File: src/rtl/input_stream_feeder.sv
// -----------------------------------------------------------------------------
// input_stream_feeder
//
// Buffers a vector of VECTOR_LENGTH elements loaded one per handshake, then on
// start streams the buffered vector out one element per cycle, in index order,
// into the first cell of a weight-compare chain.
//
// Ports
//   clk            single clock, rising edge
//   rst_n          asynchronous active-low reset
//   load_valid     load_data carries a valid element this cycle
//   load_data      next vector element, loaded in index order
//   load_ready     feeder accepts an element this cycle (EMPTY / LOADING)
//   start          request to stream the buffered vector (honoured in FULL)
//   busy           high while output_enable is high
//   done           one-cycle pulse after the last element was presented
//   output_index   zero-extended element index
//   output_value   element value
//   output_result  chain seed, constant zero
//   output_enable  output_index / output_value valid
// -----------------------------------------------------------------------------
module input_stream_feeder #(
    parameter int unsigned DATA_WIDTH    = 32,
    parameter int unsigned VECTOR_LENGTH = 4
) (
    input  logic                  clk,
    input  logic                  rst_n,
    input  logic                  load_valid,
    input  logic [DATA_WIDTH-1:0] load_data,
    output logic                  load_ready,
    input  logic                  start,
    output logic                  busy,
    output logic                  done,
    output logic [DATA_WIDTH-1:0] output_index,
    output logic [DATA_WIDTH-1:0] output_value,
    output logic [DATA_WIDTH:0]   output_result,
    output logic                  output_enable
);

    localparam int unsigned IdxW = $clog2(VECTOR_LENGTH);
    // load_count must be able to hold VECTOR_LENGTH itself.
    localparam int unsigned CntW = $clog2(VECTOR_LENGTH + 1);

    localparam logic [IdxW-1:0] LastIdx = IdxW'(VECTOR_LENGTH - 1);
    localparam logic [CntW-1:0] FullCnt = CntW'(VECTOR_LENGTH);

    typedef enum logic [1:0] {
        StEmpty,
        StLoading,
        StFull,
        StStream
    } state_e;

    state_e state_q, state_d;

    logic [CntW-1:0]       cnt_q, cnt_d;
    logic [IdxW-1:0]       idx_q, idx_d;
    logic [DATA_WIDTH-1:0] val_q, val_d;
    logic                  en_q, en_d;
    logic                  done_q, done_d;

    // Vector storage; deliberately not reset, every slot is rewritten before it
    // can be streamed.
    logic [DATA_WIDTH-1:0] buffer_q [VECTOR_LENGTH];

    logic            xfer;
    logic            last_load;
    logic            stream_last;
    logic [IdxW-1:0] idx_inc;
    logic [CntW-1:0] cnt_inc;

    assign xfer        = load_valid & load_ready;
    assign cnt_inc     = cnt_q + CntW'(1);
    assign last_load   = (cnt_inc == FullCnt);
    assign idx_inc     = idx_q + IdxW'(1);
    assign stream_last = (idx_q == LastIdx);

    // -------------------------------------------------------------------------
    // FSM: state register
    // -------------------------------------------------------------------------
    always_ff @(posedge clk or negedge rst_n) begin
        if (!rst_n) begin
            state_q <= StEmpty;
        end else begin
            state_q <= state_d;
        end
    end

    // -------------------------------------------------------------------------
    // FSM: next state
    // -------------------------------------------------------------------------
    always_comb begin
        state_d = state_q;
        unique case (state_q)
            StEmpty: begin
                // VECTOR_LENGTH >= 2, so a single transfer never fills the buffer.
                if (xfer) begin
                    state_d = StLoading;
                end
            end
            StLoading: begin
                if (xfer && last_load) begin
                    state_d = StFull;
                end
            end
            StFull: begin
                if (start) begin
                    state_d = StStream;
                end
            end
            StStream: begin
                if (stream_last) begin
                    state_d = StEmpty;
                end
            end
            default: state_d = StEmpty;
        endcase
    end

    // -------------------------------------------------------------------------
    // FSM: outputs decoded from state only
    // -------------------------------------------------------------------------
    always_comb begin
        load_ready = 1'b0;
        unique case (state_q)
            StEmpty, StLoading: load_ready = 1'b1;
            default:            load_ready = 1'b0;
        endcase
    end

    // -------------------------------------------------------------------------
    // Datapath next state
    // -------------------------------------------------------------------------
    always_comb begin
        cnt_d  = cnt_q;
        idx_d  = idx_q;
        val_d  = val_q;
        en_d   = en_q;
        done_d = 1'b0;

        if (xfer) begin
            cnt_d = cnt_inc;
        end

        if (state_q == StFull && start) begin
            en_d  = 1'b1;
            idx_d = '0;
            val_d = buffer_q[0];
        end else if (state_q == StStream) begin
            if (stream_last) begin
                // Index and value hold their last values while disabled.
                en_d   = 1'b0;
                done_d = 1'b1;
                cnt_d  = '0;
            end else begin
                idx_d = idx_inc;
                val_d = buffer_q[idx_inc];
            end
        end
    end

    always_ff @(posedge clk or negedge rst_n) begin
        if (!rst_n) begin
            cnt_q  <= '0;
            idx_q  <= '0;
            val_q  <= '0;
            en_q   <= 1'b0;
            done_q <= 1'b0;
        end else begin
            cnt_q  <= cnt_d;
            idx_q  <= idx_d;
            val_q  <= val_d;
            en_q   <= en_d;
            done_q <= done_d;
        end
    end

    // A transfer only happens while cnt_q < VECTOR_LENGTH, so the low bits
    // address the slot directly.
    always_ff @(posedge clk) begin
        if (xfer) begin
            buffer_q[cnt_q[IdxW-1:0]] <= load_data;
        end
    end

    assign output_index  = DATA_WIDTH'(idx_q);
    assign output_value  = val_q;
    assign output_enable = en_q;
    assign busy          = en_q;
    assign done          = done_q;
    assign output_result = '0;

endmodule

File: config.mk
export PLATFORM = sky130hd
export DESIGN_NAME = input_stream_feeder
export DESIGN_NICKNAME = d
export VERILOG_FILES = /design/src/rtl/input_stream_feeder.sv
export SDC_FILE = /design/constraint.sdc
export NUM_CORES = 1
export LEC_CHECK = 0
export ABC_AREA = 1
export BUFFER_PORTS_ARGS = -buffer_cell sky130_fd_sc_hd__buf_2
export CORE_ASPECT_RATIO = 1.4
export CORE_UTILIZATION = 40
export DETAILED_ROUTE_END_ITERATION = 7
export PLACE_DENSITY_LB_ADDON = 0.05
export SYNTH_ARGS = -nofsm -noshare
export SYNTH_HDL_FRONTEND = slang
export SYNTH_SLANG_ARGS = --single-unit
File: constraint.sdc
create_clock -name clk -period 4.8 [get_ports clk]
set_clock_uncertainty 0.15 [all_clocks]
set_input_delay 0.24 -clock clk [delete_from_list [all_inputs] [get_ports clk]]
set_output_delay 0.24 -clock clk [all_outputs]
set_load 0.01 [all_outputs]
# ---- Word-level counts from Yosys, hierarchy flattened
# Memories as Yosys holds them, arrays and structs flattened.
# Index checks and enable logic that the tools add are counted.
dict set report op_classes {
  muxes 24
  bitwise 1
  n_addsub 2
  n_eq_ne 10
  n_reduce_logical 9
}
# cell n
set op_table {}
lappend op_table {{$mux 32} 3}
lappend op_table {{$mux 2} 7}
lappend op_table {{$mux 3} 4}
lappend op_table {{$mux 1} 9}
lappend op_table {{$ne 2x2->1 const B} 4}
lappend op_table {{$pmux 2 s4} 1}
lappend op_table {{$eq 2x2->1 const B} 3}
lappend op_table {{$reduce_and 2->1} 2}
lappend op_table {{$reduce_and 4->1} 1}
lappend op_table {{$reduce_bool 2->1} 2}
lappend op_table {{$add 3x1->3 const B} 1}
lappend op_table {{$eq 3x3->1 const B} 1}
lappend op_table {{$add 2x1->2 const B} 1}
lappend op_table {{$eq 2x1->1 const B} 1}
lappend op_table {{$logic_and 1x1->1} 2}
lappend op_table {{$logic_not 2->1} 1}
lappend op_table {{$ne 2x1->1 const B} 1}
lappend op_table {{$reduce_or 2->1} 1}
lappend op_table {{$and 1x1->1} 1}
dict set report totals {
  memories 1
  output_inout_bits 101
  elab_cells 53
  reg_bits 41
  input_bits 36
  mem_bits_rw 128
}
# name depth width rd rd_ports_with_merged_regs write_ports line
set memory_table {}
lappend memory_table {buffer_q 4 32 2 0 1 64} ;# logic [DATA_WIDTH-1:0] buffer_q [VECTOR_LENGTH];

# ---- Depth between registers and ports, before layout
dict set report logic_depth {
  ltp_word 8
  mapped_depth 9
  depth_no_buf 8
}

# ---- Worst setup path after synthesis
# OpenSTA, ideal clock, no wires.
dict set report synth_path {
  path_type {register to register}
  startpoint {reg state_q[1]}
  endpoint {mem buffer_q[0][0] (enable)}
  path_stages_with_launch 5
  setup_slack_ns 2.037
  n_path_buf 0
  setup_time_ns 0.421
  period_less_slack_ns 2.763
  arrival_time_ns 2.191
  required_ns 4.229
  cell_sequence {dfrtp_1 inv_1 ha_1 o21ai_1 nor2_1}
}
dict set report synth_between {
  elab_chain_len 6
  word_cells_on_any_way 7
  cone_classes {eq/ne: 1; mux: 3; bitwise: 1; reduce/logical: 2}
}
# item line
set synth_rtl {}
lappend synth_rtl {{start, declared} 54} ;# state_e state_q, state_d;
lappend synth_rtl {{start signal, assigned} 83} ;# state_q <= StEmpty;
lappend synth_rtl {{start signal, assigned} 85} ;# state_q <= state_d;
lappend synth_rtl {{$eq 2x1->1 / $logic_not 2->1 (equally long branches)} 125} ;# unique case (state_q)
lappend synth_rtl {{$reduce_or 2->1 (*)} 125}
lappend synth_rtl {{$mux 1 (*)} 125}
lappend synth_rtl {{$and 1x1->1 (*)} 72} ;# assign xfer = load_valid & load_ready;
lappend synth_rtl {{$mux 1 (*)} 181} ;# if (xfer) begin
lappend synth_rtl {{$mux 1 (implied by the code) (*)} 182} ;# buffer_q[cnt_q[IdxW-1:0]] <= load_data;
lappend synth_rtl {{end, declared} 64}
# Every way passes the cells marked *; elsewhere a longest branch is shown, timed or not.

# ---- Final worst setup path
dict set report layout_path {
  startpoint {reg state_q[0]}
  endpoint {reg val_q[25] (netlist: output_value[25])}
}
dict set report layout_between {
  elab_chain_len 4
  word_cells_on_any_way 7
  cone_classes {eq/ne: 3; mux: 1; reduce/logical: 3}
}
# item line
set layout_rtl {}
lappend layout_rtl {{$eq 2x2->1} 145} ;# if (state_q == StFull && start) begin
lappend layout_rtl {{$logic_and 1x1->1} 145}
lappend layout_rtl {{$ne 2x1->1 (no line) / $reduce_bool 2->1 (equally long branches)} -}
lappend layout_rtl {{$reduce_and 2->1 (no line)} -}
lappend layout_rtl {{end signal, assigned} 172} ;# val_q <= val_d;
lappend layout_rtl {{end, declared} 58} ;# logic [DATA_WIDTH-1:0] val_q, val_d;
# Parallel ways exist; a longest one is shown, timed or not.
# A chain may end at the register's enable or synchronous reset.

==> run_results.csv <==
group,metric,value,unit
placement,gp_congestion,0.703,
synthesis,ys_types,20,
drt,wl,17500,um
worst_setup_path,cp_slowest_cell,"nor2_4",
worst_setup_path,r2r_start,"state_q[0]",
synthesis,yosys_warnings,0,
drt,wl_per_cell,14.4,um
synthesis,synthMostInstantiatedCell,"nand2_1",
clock_tree,clk_pin_slew_worst_paths,0.06,ns
worst_setup_path,required,5.01,ns
synthesis,syn_avg_cell_area,9.46,um2
power,sw_frac_of_total,0.376,
grt,grt_first_pass_wirelength,27600,um
grt,grt_pass1_vias,5197,
drt,drt-pass1-iter-count,4,
worst_setup_path,crit_path_max_incr_delay,0.76,ns
sta,fin_crit_sh,0.578,
synthesis,synth_common_cells,"nand2_1, inv_1, edfxtp_1",
drt,vias,5372,
sta,timing.setup.tns,0,ns
synthesis,synth_cells,851,
power,total_power,5.56,mW
sta,hold_viol_final,0,
cells_and_area,layout-drive-gt1-share,0.124,
cells_and_area,post-route-util,0.470,
cells_and_area,n_antenna_cell,0,
hold_path,worst_hold_startpoint,"load_valid",
cells_and_area,regArea,0.00487,mm2
sta,slew_headroom,0.197,
synthesis,synth.ff_latch_count,169,
placement,io_buffers,73,
clock_tree,cts_tree,"yes",
placement,hpwlAfterDp,9850,um
floorplanning,die_h,170,um
power,pwr-share-seq,0.377,
hold_path,hp-class,"in2reg",
grt,track_usage,0.181,
sta,tightest_slew,1.20,ns
flow_run,maxCapViolations,0,
synthesis,synth_area_leader_cell,"edfxtp_1",
floorplanning,die_area,0.0207,mm2
worst_setup_path,worst-path-max-fanout,68,
floorplanning,initial_core_util,0.407,
worst_setup_path,crit_path_start,"state_q[0]",
synthesis,yosysTopAreaCellShare,0.478,
synthesis,syn-cell-area,0.00805,mm2
synthesis,ys_top_cells_by_area,"edfxtp_1, dfrtp_1, nand2_1",
power,vdd.ir_drop.worst,0.338,mV
worst_setup_path,crit_path_end_kind,"flip-flop",
cells_and_area,nets,995,
sta,fin_crit,2.78,ns
clock_tree,insertion_delay,0.42,ns
drt,drc_errors,0,
worst_setup_path,critPathBufInv,3,
run_status,status,"finished clean",
drt,via_per_inst,4.43,
sta,finalSetupViolCount,0,
grt,overflow,0,
synthesis,async_flop_share,0.243,
worst_setup_path,worst_setup_path_start_kind,"flip-flop",
sta,slew_viol_final,0,
worst_setup_path,worst-setup-path-type,"reg2reg",
grt,grt_max_degree,69,
worst_setup_path,crit_arrival,2.98,ns
worst_setup_path,crit_family,"simple AND/OR/NAND/NOR gates",
cells_and_area,syn_to_final_growth,15.4,%
power,intPower,3.47,mW
synthesis,ys_seq_area_frac,0.605,
grt,antenna_found_initial,0,
sta,grt_setup_unrepaired,"no",
cells_and_area,fillerInstances,1839,
floorplanning,coreArea,0.0198,mm2
floorplanning,die_w,122,um
drt,drt-initial-drc-count,306,
clock_tree,cts_root_buf,"clkbuf_16",
power,combinationalPowerShare,0.368,
synthesis,synth_edf_count,128,
cells_and_area,multi_input_area,0.00207,mm2
clock_tree,cts_buffer_depth,2,
power,power.clock.fraction,0.255,
clock_tree,postCtsSetupBuffers,0,
floorplanning,rows,61,
drt,final_antenna_net_count,0,
power,pwr_density_cell,599,mW/mm2
floorplanning,io_pins,137,
power,p_sw,2.09,mW
sta,timing.fmax,360,MHz
worst_setup_path,cp_cell_sequence,"inv_1, ha_1, nand2_2, buf_4, inv_1, nor2_4, nand2_1, nand2_1",
clock_tree,h-tree-depth,4,
clock_tree,numCtsBuffers,17,
sta,hold-worst-slack,0.0713,ns
synthesis,synth_ff_type,"edfxtp_1",
clock_tree,cts.sinks,169,
power,p_leak,4.54,nW
[repair_timing]
action,4_1_cts,5_1_grt
gates resized for setup,0,0
hold buffers,33,0
endpoints found under the hold margin,169,0
[through the flow]
step | cells | setup slack, ns | cell area [um2]
finish | 1213 | 2.02 | 9290
floorplan | 913 | 2.04 | 8280
global placement | 1148 | 2.09 | 8350
CTS | 1213 | 1.96 | 9290
detailed placement | 1148 | 1.99 | 8350
global route | 1213 | 1.77 | 9290
[path summary, 6_finish.rpt]
path | slack (ns) | endpoint | depth (start not counted)
hold / removal | 0.07 | cnt_q[0] | 5
setup reg to reg | 2.02 | output_value[25] | 8
hold reg to reg | 0.39 | cnt_q[2] | 2
min in group asynchronous | 0.41 | output_value[31] | 2
setup / recovery | 2.02 | output_value[25] | 8
max in group asynchronous | 3.35 | idx_q[0] | 2
[flip-flops by register name (all words and copies together), names as in the netlist]
name	cells
buffer_q	128
output_value	32
cnt_q	3
idx_q	2
state_q	2
busy	1
done	1
[cell families (layout without fill, tap and decap cells)]
| family | count (synthesis) | in the layout | synth area share |
|---|---|---|---|
| flip-flops | 169 | 169 | 0.605 |
| buffers and inverters | 276 | 324 | 0.170 |
| AO/OA/AOI/OAI | 38 | 38 | 0.0236 |
| other | 1 | 63 | 0.000466 |
| adder cells (fa/ha/maj) | 11 | 11 | 0.0171 |
| AND/OR/NAND/NOR | 356 | 356 | 0.183 |
[placed cells by master, fill, tap and decap left out]
cell type and count:
a21oi_1 1, buf_2 73, buf_4 8, bufinv_16 4
clkbuf_1 1, clkbuf_16 17, clkinv_1 3, clkinv_2 2
clkinv_4 1, clkinvlp_4 4, conb_1 63, dfrtp_1 40
dfrtp_2 1, dlygate4sd3_1 33, edfxtp_1 128, ha_1 11
inv_1 177, inv_2 1, nand2_1 240, nand2_2 2
nand3_1 99, nor2_1 9, nor2_4 5, o21ai_0 26
o21ai_1 11, or2_2 1
[area by class of cell]
type | count | area share
Tap cell | 252 | 0.0339
Timing Repair Buffer | 114 | 0.0814
Clock buffer | 18 | 0.0462
Sequential cell | 169 | 0.524
Clock inverter | 14 | 0.0194
Multi-Input combinational cell | 468 | 0.223
Inverter | 178 | 0.0719
[power by group through the flow]
stage	clock network, mW	logic (mW)	registers, mW
floorplan	0	1.45	2.16
global placement	0	2.02	2.13
detailed placement	0	2.07	2.14
CTS	1.45	2.10	2.11
global route	1.51	2.36	2.14
finish	1.42	2.05	2.10
[layer usage]
| metal | vias up | global-route usage | routed length, um |
|---|---|---|---|
| met2 | 138 | 0.337 | 9520 |
| met3 | 9 | 0.0412 | 759 |
| met1 | 2524 | 0.204 | 7090 |
| met4 | 0 | 0.0483 | 147 |
| met5 | - | 0 | 0 |
| li1 | 2701 | - | - |
[worst reg2reg max path, delay by kind of cell, from the launching register on]
family / cells / cell delay, ns
flops: 1 / 0.39
buf+inv: 3 / 0.85
simple gates: 4 / 1.07
fa+ha+maj: 1 / 0.24
Power figures use the tool's default switching activity.
